<file path="src/rtl/intra_pkg.sv">
// intra_pkg: constants and encodings used by the 16x16 intra-prediction
// reconstruction block (intra16_recon) and its add/clip datapath.
//   BLK / PIX_W / RES_W : default block edge, pixel width, residual width
//   DEF_PIX             : value used for a missing neighbour / DC fallback
//   mode_e              : prediction mode encoding on the 'mode' port
//   state_e             : control FSM states
package intra_pkg;

  localparam int BLK     = 16;
  localparam int PIX_W   = 8;
  localparam int RES_W   = 9;
  localparam int DEF_PIX = 128;

  typedef enum logic [1:0] {
    MODE_VER = 2'd0,
    MODE_HOR = 2'd1,
    MODE_DC  = 2'd2,
    MODE_RSV = 2'd3   // reserved; handled as DC
  } mode_e;

  typedef enum logic [1:0] {
    ST_IDLE   = 2'd0,
    ST_DC_ACC = 2'd1,
    ST_STREAM = 2'd2,
    ST_DONE   = 2'd3
  } state_e;

endpackage

</file>
<file path="src/rtl/intra16_clip_add.sv">
// intra16_clip_add: combinational per-lane reconstruction for one row.
//   pred : BLK unsigned predicted pixels
//   res  : BLK signed residuals, lane i at [i*RES_W +: RES_W]
//   rec  : BLK pixels, clip(pred + res, 0, 2^PIX_W-1)
// The sum is formed at PIX_W+2 signed bits, which covers
// (0..2^PIX_W-1) + (-2^(RES_W-1)..2^(RES_W-1)-1) for RES_W <= PIX_W+1.
module intra16_clip_add #(
  parameter int BLK   = intra_pkg::BLK,
  parameter int PIX_W = intra_pkg::PIX_W,
  parameter int RES_W = intra_pkg::RES_W
) (
  input  logic [BLK-1:0][PIX_W-1:0] pred,
  input  logic [BLK*RES_W-1:0]      res,
  output logic [BLK-1:0][PIX_W-1:0] rec
);

  localparam int SW = PIX_W + 2;

  for (genvar i = 0; i < BLK; i++) begin : g_lane
    logic signed [SW-1:0] sum;

    assign sum = $signed({2'b00, pred[i]}) + SW'($signed(res[i*RES_W +: RES_W]));

    // negative -> 0; any bit above the pixel range while positive -> saturate
    always_comb begin
      if (sum[SW-1])               rec[i] = '0;
      else if (sum[SW-2])          rec[i] = '1;
      else                         rec[i] = sum[PIX_W-1:0];
    end
  end

endmodule

</file>
<file path="src/rtl/intra16_recon.sv">
// intra16_recon: reconstructs a BLKxBLK intra block one row per cycle.
// A start in IDLE latches mode, neighbour availability and neighbour pixels.
// DC modes first spend BLK cycles summing the neighbours, then every mode
// streams: each accepted residual row is added to the prediction, clipped,
// and presented on rec_row one cycle later under a valid/ready handshake.
// Ports:
//   clk, reset                 : clock, synchronous active-high reset
//   start, mode                : block request and prediction mode
//   top_avail, left_avail      : neighbour validity
//   toppixels, leftpixels      : neighbour row / column, pixel i at [8i+:8]
//   res_valid/res_ready/res_row: residual row input handshake
//   rec_valid/rec_ready/rec_row: reconstructed row output handshake
//   rec_last                   : marks the final row of the block
//   busy, done                 : not idle / one-cycle end-of-block pulse
module intra16_recon #(
  parameter int BLK   = intra_pkg::BLK,
  parameter int PIX_W = intra_pkg::PIX_W,
  parameter int RES_W = intra_pkg::RES_W
) (
  input  logic                 clk,
  input  logic                 reset,
  input  logic                 start,
  input  logic [1:0]           mode,
  input  logic                 top_avail,
  input  logic                 left_avail,
  input  logic [BLK*PIX_W-1:0] toppixels,
  input  logic [BLK*PIX_W-1:0] leftpixels,
  input  logic                 res_valid,
  output logic                 res_ready,
  input  logic [BLK*RES_W-1:0] res_row,
  output logic                 rec_valid,
  input  logic                 rec_ready,
  output logic [BLK*PIX_W-1:0] rec_row,
  output logic                 rec_last,
  output logic                 busy,
  output logic                 done
);

  import intra_pkg::*;

  localparam int CW    = $clog2(BLK);
  localparam int ACC_W = PIX_W + CW;
  localparam logic [ACC_W:0]   RND_BOTH = (ACC_W+1)'(BLK);
  localparam logic [ACC_W:0]   RND_ONE  = (ACC_W+1)'(BLK / 2);
  localparam logic [PIX_W-1:0] DEF      = PIX_W'(DEF_PIX);
  localparam logic [CW-1:0]    LAST_IDX = CW'(BLK - 1);

  state_e                   state_q, state_d;
  mode_e                    mode_q, mode_d;
  logic                     top_av_q, top_av_d;
  logic                     left_av_q, left_av_d;
  logic [BLK-1:0][PIX_W-1:0] top_q, top_d;
  logic [BLK-1:0][PIX_W-1:0] left_q, left_d;
  // cnt is the accumulation step in DC_ACC and the residual row index in STREAM
  logic [CW-1:0]            cnt_q, cnt_d;
  // set once the final residual row has been taken; closes res_ready
  logic                     taken_all_q, taken_all_d;
  logic [ACC_W-1:0]         sum_t_q, sum_t_d;
  logic [ACC_W-1:0]         sum_l_q, sum_l_d;
  logic                     rec_valid_q, rec_valid_d;
  logic                     rec_last_q, rec_last_d;
  logic [BLK-1:0][PIX_W-1:0] rec_q, rec_d;

  logic [PIX_W-1:0]          dc_val;
  logic [BLK-1:0][PIX_W-1:0] pred;
  logic [BLK-1:0][PIX_W-1:0] rec_sum;
  logic                      res_fire, rec_fire;

  // DC value from the finished accumulators; rounding adds half the divisor
  always_comb begin
    dc_val = DEF;
    unique case ({top_av_q, left_av_q})
      2'b11:   dc_val = PIX_W'(({1'b0, sum_t_q} + {1'b0, sum_l_q} + RND_BOTH) >> (CW + 1));
      2'b10:   dc_val = PIX_W'(({1'b0, sum_t_q} + RND_ONE) >> CW);
      2'b01:   dc_val = PIX_W'(({1'b0, sum_l_q} + RND_ONE) >> CW);
      default: dc_val = DEF;
    endcase
  end

  always_comb begin
    pred = '0;
    for (int c = 0; c < BLK; c++) begin
      unique case (mode_q)
        MODE_VER: pred[c] = top_av_q  ? top_q[c]      : DEF;
        MODE_HOR: pred[c] = left_av_q ? left_q[cnt_q] : DEF;
        default:  pred[c] = dc_val;
      endcase
    end
  end

  intra16_clip_add #(
    .BLK   (BLK),
    .PIX_W (PIX_W),
    .RES_W (RES_W)
  ) u_clip_add (
    .pred (pred),
    .res  (res_row),
    .rec  (rec_sum)
  );

  assign res_ready = (state_q == ST_STREAM) && !taken_all_q && (!rec_valid_q || rec_ready);
  assign res_fire  = res_valid && res_ready;
  assign rec_fire  = rec_valid_q && rec_ready;

  always_comb begin
    state_d     = state_q;
    mode_d      = mode_q;
    top_av_d    = top_av_q;
    left_av_d   = left_av_q;
    top_d       = top_q;
    left_d      = left_q;
    cnt_d       = cnt_q;
    taken_all_d = taken_all_q;
    sum_t_d     = sum_t_q;
    sum_l_d     = sum_l_q;
    rec_valid_d = rec_valid_q;
    rec_last_d  = rec_last_q;
    rec_d       = rec_q;

    unique case (state_q)
      ST_IDLE: begin
        if (start) begin
          mode_d      = mode_e'(mode);
          top_av_d    = top_avail;
          left_av_d   = left_avail;
          top_d       = toppixels;
          left_d      = leftpixels;
          cnt_d       = '0;
          taken_all_d = 1'b0;
          sum_t_d     = '0;
          sum_l_d     = '0;
          state_d     = mode[1] ? ST_DC_ACC : ST_STREAM;
        end
      end

      ST_DC_ACC: begin
        sum_t_d = sum_t_q + ACC_W'(top_q[cnt_q]);
        sum_l_d = sum_l_q + ACC_W'(left_q[cnt_q]);
        cnt_d   = cnt_q + 1'b1;   // wraps to 0, ready for row indexing
        if (cnt_q == LAST_IDX) state_d = ST_STREAM;
      end

      ST_STREAM: begin
        if (rec_fire) begin
          rec_valid_d = 1'b0;
          rec_last_d  = 1'b0;
        end
        // a new row may replace the one leaving in the same cycle
        if (res_fire) begin
          rec_d       = rec_sum;
          rec_valid_d = 1'b1;
          rec_last_d  = (cnt_q == LAST_IDX);
          cnt_d       = cnt_q + 1'b1;
          if (cnt_q == LAST_IDX) taken_all_d = 1'b1;
        end
        if (taken_all_q && rec_fire && rec_last_q) state_d = ST_DONE;
      end

      ST_DONE: state_d = ST_IDLE;

      default: state_d = ST_IDLE;
    endcase
  end

  always_ff @(posedge clk) begin
    if (reset) begin
      state_q     <= ST_IDLE;
      mode_q      <= MODE_VER;
      top_av_q    <= 1'b0;
      left_av_q   <= 1'b0;
      top_q       <= '0;
      left_q      <= '0;
      cnt_q       <= '0;
      taken_all_q <= 1'b0;
      sum_t_q     <= '0;
      sum_l_q     <= '0;
      rec_valid_q <= 1'b0;
      rec_last_q  <= 1'b0;
      rec_q       <= '0;
    end else begin
      state_q     <= state_d;
      mode_q      <= mode_d;
      top_av_q    <= top_av_d;
      left_av_q   <= left_av_d;
      top_q       <= top_d;
      left_q      <= left_d;
      cnt_q       <= cnt_d;
      taken_all_q <= taken_all_d;
      sum_t_q     <= sum_t_d;
      sum_l_q     <= sum_l_d;
      rec_valid_q <= rec_valid_d;
      rec_last_q  <= rec_last_d;
      rec_q       <= rec_d;
    end
  end

  assign rec_valid = rec_valid_q;
  assign rec_last  = rec_last_q;
  assign rec_row   = rec_q;
  assign busy      = (state_q != ST_IDLE);
  assign done      = (state_q == ST_DONE);

endmodule

</file>
<file path="config.mk">
export PLATFORM = sky130hd
export DESIGN_NAME = intra16_recon
export DESIGN_NICKNAME = d
export VERILOG_FILES = /design/src/rtl/intra_pkg.sv /design/src/rtl/intra16_clip_add.sv /design/src/rtl/intra16_recon.sv
export SDC_FILE = /design/constraint.sdc
export NUM_CORES = 1
export LEC_CHECK = 0
export CORE_AREA = 2 2 235 237
export DETAILED_ROUTE_END_ITERATION = 6
export DIE_AREA = 0 0 237 239
export GPL_TIMING_DRIVEN = 0
export PLACE_DENSITY = 0.78
export SLEW_MARGIN = 40
export SYNTH_ARGS = -nofsm -noshare
export SYNTH_HDL_FRONTEND = slang
export SYNTH_HIERARCHICAL = 1
export SYNTH_SLANG_ARGS = --single-unit
export TNS_END_PERCENT = 100
</file>
<file path="constraint.sdc">
create_clock -name clk -period 5.8 [get_ports clk]
set_input_delay 0.87 -clock clk [delete_from_list [all_inputs] [get_ports clk]]
set_output_delay 0.87 -clock clk [all_outputs]
set_load 0.05 [all_outputs]
</file>
-- After elaboration in Yosys (flattened, before gate mapping)
Cells that the tools add are included.
- bits in registers: 421
- input port bits: 409
- add/sub/neg operators: 23
- $lt $le $gt $ge: 1
- eq/ne operators: 13
- multiplexer cells: 88
- reduce and logical (&&, ||, !) cells: 23
- operator list (operator ; count):
    two-way mux 8 bit ; 51
    one-hot mux 8 bit (2 select lines) ; 16
    adder 9 x 9 -> 10 bit ; 16
    binary-select mux 8 bit (select 4 bit) ; 2
    one-hot mux 12 bit (2 select lines) ; 2
    adder 12 x 4 -> 12 bit, second input constant ; 2
    adder 12 x 8 -> 12 bit ; 2
    one-hot mux 8 bit (3 select lines) ; 1
    adder 12 x 12 -> 13 bit ; 1
    adder 13 x 5 -> 13 bit, second input constant ; 1
    two-way mux 12 bit ; 1
    one-hot mux 4 bit (3 select lines) ; 1
    == test 2 bit, second input constant ; 4
    two-way mux 2 bit ; 4
    two-way mux 4 bit ; 2
    one-hot mux 2 bit (4 select lines) ; 1
    AND reduction 2 bit ; 4
    nonzero test 2 bit ; 4
    == test 2 x 1 -> 1 bit, second input constant ; 3
    logical AND 1 bit ; 6
    two-way mux 1 bit ; 6
    inequality test 2 bit, second input constant ; 3
    AND reduction 3 bit ; 2
    < comparator 4 x 5 -> 1 bit, second input constant ; 1
    other kinds (9) ; 12

-- Depth between registers and ports, before layout
- depth after elaboration: 7
- gate-level depth with buffers: 22
- mapped depth without buffers: 19

-- Cells and area by module
The synthesis kept the hierarchy.
- modules (own cells, without submodules) (module ; times used ; cells each ; area each (um^2) ; sequential area each (um^2)):
    intra16_recon ; 1 ; 2397 ; 19630.1 ; 8428.1
    intra16_clip_add ; 1 ; 962 ; 7163.1 ; 0.0

-- Worst setup path before layout
OpenSTA, ideal clock, no wires.
- path kind: reg2reg
- from: register sum_l_q[8]
- to: register rec_q (netlist bit rec_row[103])
- library setup time: 0.132 ns
- arrival: 4.167 ns
- required time: 5.668 ns
- setup slack: 1.501 ns
- cell stages (with the launch flop): 17
- buffers on the path: 1
- cell sequence: dfxtp_1 > ha_1 > ha_1 > a211o_1 > or2_1 > o21bai_1 > a22oi_1 > mux2i_1 > clkbuf_1 > nand3_1 > ha_1 > a211o_1 > o22a_1 > a41o_1 > a221o_1 > nand2_1 > a21oi_1
- RTL lines (item ; RTL line ; text):
    start: declaration ; intra16_recon.sv:59 ; logic [ACC_W-1:0] sum_l_q, sum_l_d;
    start signal: assignment ; intra16_recon.sv:190 ; sum_l_q <= sum_l_d;
    end signal: assignment ; intra16_recon.sv:193 ; rec_q <= rec_d;
    end: declaration ; intra16_recon.sv:62 ; logic [BLK-1:0][PIX_W-1:0] rec_q, rec_d;

==> metrics.txt <==
status=finished clean; synthesized flop and latch total=between 400 and 500; worst-path cell chain=ha_1, ha_1, a211o_1, or2_1, o21bai_1, a22oi_1, mux2i_2, clkbuf_2, nand3_1, ha_1, nand3_1, nor3_1, a211oi_2, o21ai_1, a21boi_0, nand2_1, a21oi_1; slew margin rel.=43.1%; critical path arrival=5.95 ns; GR Overflow Total=0; CTS tree=built; Starting DRT DRC Count=2,721; wire per inst=22.8 um; mapped cell area=26,800 um^2; clock sinks=around 420; fill count=4,765; drt pass-1 iters=6; die area=56,600 um^2; PwrDens=between 300 and 400 nW/um^2; MaxCap Viol Count=0; die height=239 um; worst hold slack=0.449 ns; GPL Wtd Cong=0.995; die width=approximately 240 um; Cells on Worst Hold Path=2; post-synth net total=3,960; Area Growth Syn to Fin=30.0%; largest net degree at the start of global routing=15; Final ANT Viol Nets=0; crit path capture type=flop; I/O pin total=around 540; layout net count=4,547; H-tree levels=2; Multi-input gate area=17,400 um^2; Setup TNS Final=0 ns; Crit Path Class=reg -> reg; layout cell share with drive strength beyond 1=approximately 6%; CTS buffer count=48; Synth top cells by count=nand2_1 (867), a21oi_1 (594), dfxtp_1 (421), ha_1 (174), clkbuf_1 (156); initial antenna violation count=31; setup slack, reg-to-reg=between 0.3 and 0.4 ns; Detail Placement HPWL=between 80,000 and 90,000 um; Total GRT Usage=36.7%; worst skew pair latency=about 0.64 ns; Worst EP required=6.34 ns; Lkg Pwr=~14 nW; Residual DRC=0; Sequential Area=between 8000 and 9000 um^2; final WL=~110,000 um; Yosys top cell area share=a little under a third; unrepaired setup endpoints after global routing=false; Std-Cell Rows=86; initial core utilization=49.3%; final setup skew=0.0261 ns; Largest stage delay, worst path=0.58 ns; Mapped Cells=3,359; DR vias/cell=6.05; clk slew on worst S/H paths=roughly 0.06 ns; Slew @ Worst Pin=0.853 ns; Yosys Warn Count=6; number of distinct library cells after synthesis=71; Bufs on Longest Clock Path=3; CP most frequent cell=ha_1; Hold Path Class=reg -> reg; # hold bufs at CTS=0; worst reg2reg path depth=17; Synth area leader=dfxtp_1; fmax=185 MHz; IO Port Bufs=535; asr flop ratio synth=0%; cell with the most instances after synthesis=nand2_1; vias after detailed routing=28,500; fin crit period=5.41 ns; Final period util=93.3%; first-pass GRT wire length=~160,000 um; fin. max-slew vios=0; setup violators final=0; Seq/Total Area, Yosys=31.5%; Max VDD drop=0.293 mV; PnR Total Power=0.0118 W; Area contributors post-synth=dfxtp_1 (31%), nand2_1 (12%), a21oi_1 (11%), ha_1 (8.1%), mux4_2 (5.5%); Final Hold Viols=0; core area=54,300 um^2; Post-synth EDFFs=0; dominant synthesized flop cell=dfxtp_1; CP Launch Type=flop; Avg Synthesized Cell Area=7.98 um^2; Worst path slowest cell=mux2i_2; Crit Path Max Fanout=10; vias in the first global route=26,600; CTS Root Cell=clkbuf_16
-- flip-flops by register name (all words and copies together), names as in the netlist --
name,cells
cnt_q,4
rec_valid,1
top_q,128
rec_last,1
left_av_q,1
rec_row,128
top_av_q,1
state_q,2
sum_l_q,12
left_q,128
mode_q,2
sum_t_q,12
taken_all_q,1
-- worst paths after layout --
check	from	to
max	sum_l_q[8]$_SDFFE_PP0P_	rec_row[38]$_SDFFE_PP0P_
min	left_q[96]$_SDFFE_PP0P_	left_q[96]$_SDFFE_PP0P_
max reg2reg	sum_l_q[8]$_SDFFE_PP0P_	rec_row[38]$_SDFFE_PP0P_
min reg2reg	left_q[96]$_SDFFE_PP0P_	left_q[96]$_SDFFE_PP0P_
-- per-stage QoR --
stage / setup WS [ns] / std cells / util [%] / area, um^2
after floorplan: 1.50 / 3359 / - / 26800
after global placement: 0.177 / 4598 / 60.8 / 33000
after detailed placement: 0.179 / 4599 / 60.8 / 33100
after CTS: 0.123 / 4686 / 63.9 / 34700
after global routing: 0.0891 / 4707 / 64.1 / 34800
final: 0.390 / 4712 / 64.1 / 34800
-- metal layers --
metal / part of all wire (%) / track usage (%)
met5: 0.093 / 0
met4: 5.7 / 20.0
met3: 11 / 9.60
met2: 44 / 57.2
met1: 40 / 46.3
-- layout make-up --
cell class / count / share of cell area [%]
multi-input combinational: 2703 / 49.9
sequential: 421 / 24.2
timing repair buffer: 537 / 15.4
clock buffer: 64 / 3.88
tap: 704 / 2.53
buffer: 192 / 2.47
clock inverter: 23 / 0.974
inverter: 43 / 0.463
antenna: 25 / 0.180
-- cell usage in the layout (no fill, tap or decap), types with 21 or more instances in the layout --
master and n:
mux4_2 65, xor2_1 59, clkdlybuf4s50_1 535, ha_1 174, nor3_1 48, clkbuf_1 153
xnor2_1 47, diode_2 25, a21oi_1 594, nand2b_1 21, nor3b_1 37, dfxtp_1 421
nand3_1 39, nand2_1 867, nor2b_1 28, o21a_1 68, a31oi_1 21, clkbuf_16 48
a211oi_1 37, nand4_1 21, a21o_1 134, o21ai_0 64, inv_1 43, mux2i_1 29
nor2_1 73
-- cells by family after synthesis --
kind of cell	count (synthesis)	share of synthesized area [%]
AOI/OAI and AO/OA	1083	24.8
xor gates and xnor gates	106	3.47
adders and majority gates	192	9.47
buffers and inverters	235	3.76
muxes	107	7.48
and+or+nand+nor	1215	19.6
DFF	421	31.5
-- timing repair --
action | 4_1_cts | 5_1_grt
endpoints found under the setup margin | 0 | 22
setup buffers | 0 | 0
resized for setup | 0 | 3
-- where the power goes --
part / internal (W) / total [W] / switching [W]
clock network: 0.00192 / 0.00330 / 0.00138
logic: 0.00175 / 0.00477 / 0.00302
registers: 0.00337 / 0.00373 / 0.000365
-- worst max-delay path: cells and delay by family (launching register included) --
kind	cells	cell delay, ns
and+or+nand+nor	5	0.99
muxes	1	0.58
AOI/OAI and AO/OA	7	1.72
adders and majority gates	3	1.13
buffers and inverters	1	0.40
DFF	1	0.50
Note: power is estimated with default switching activity, not from simulation.
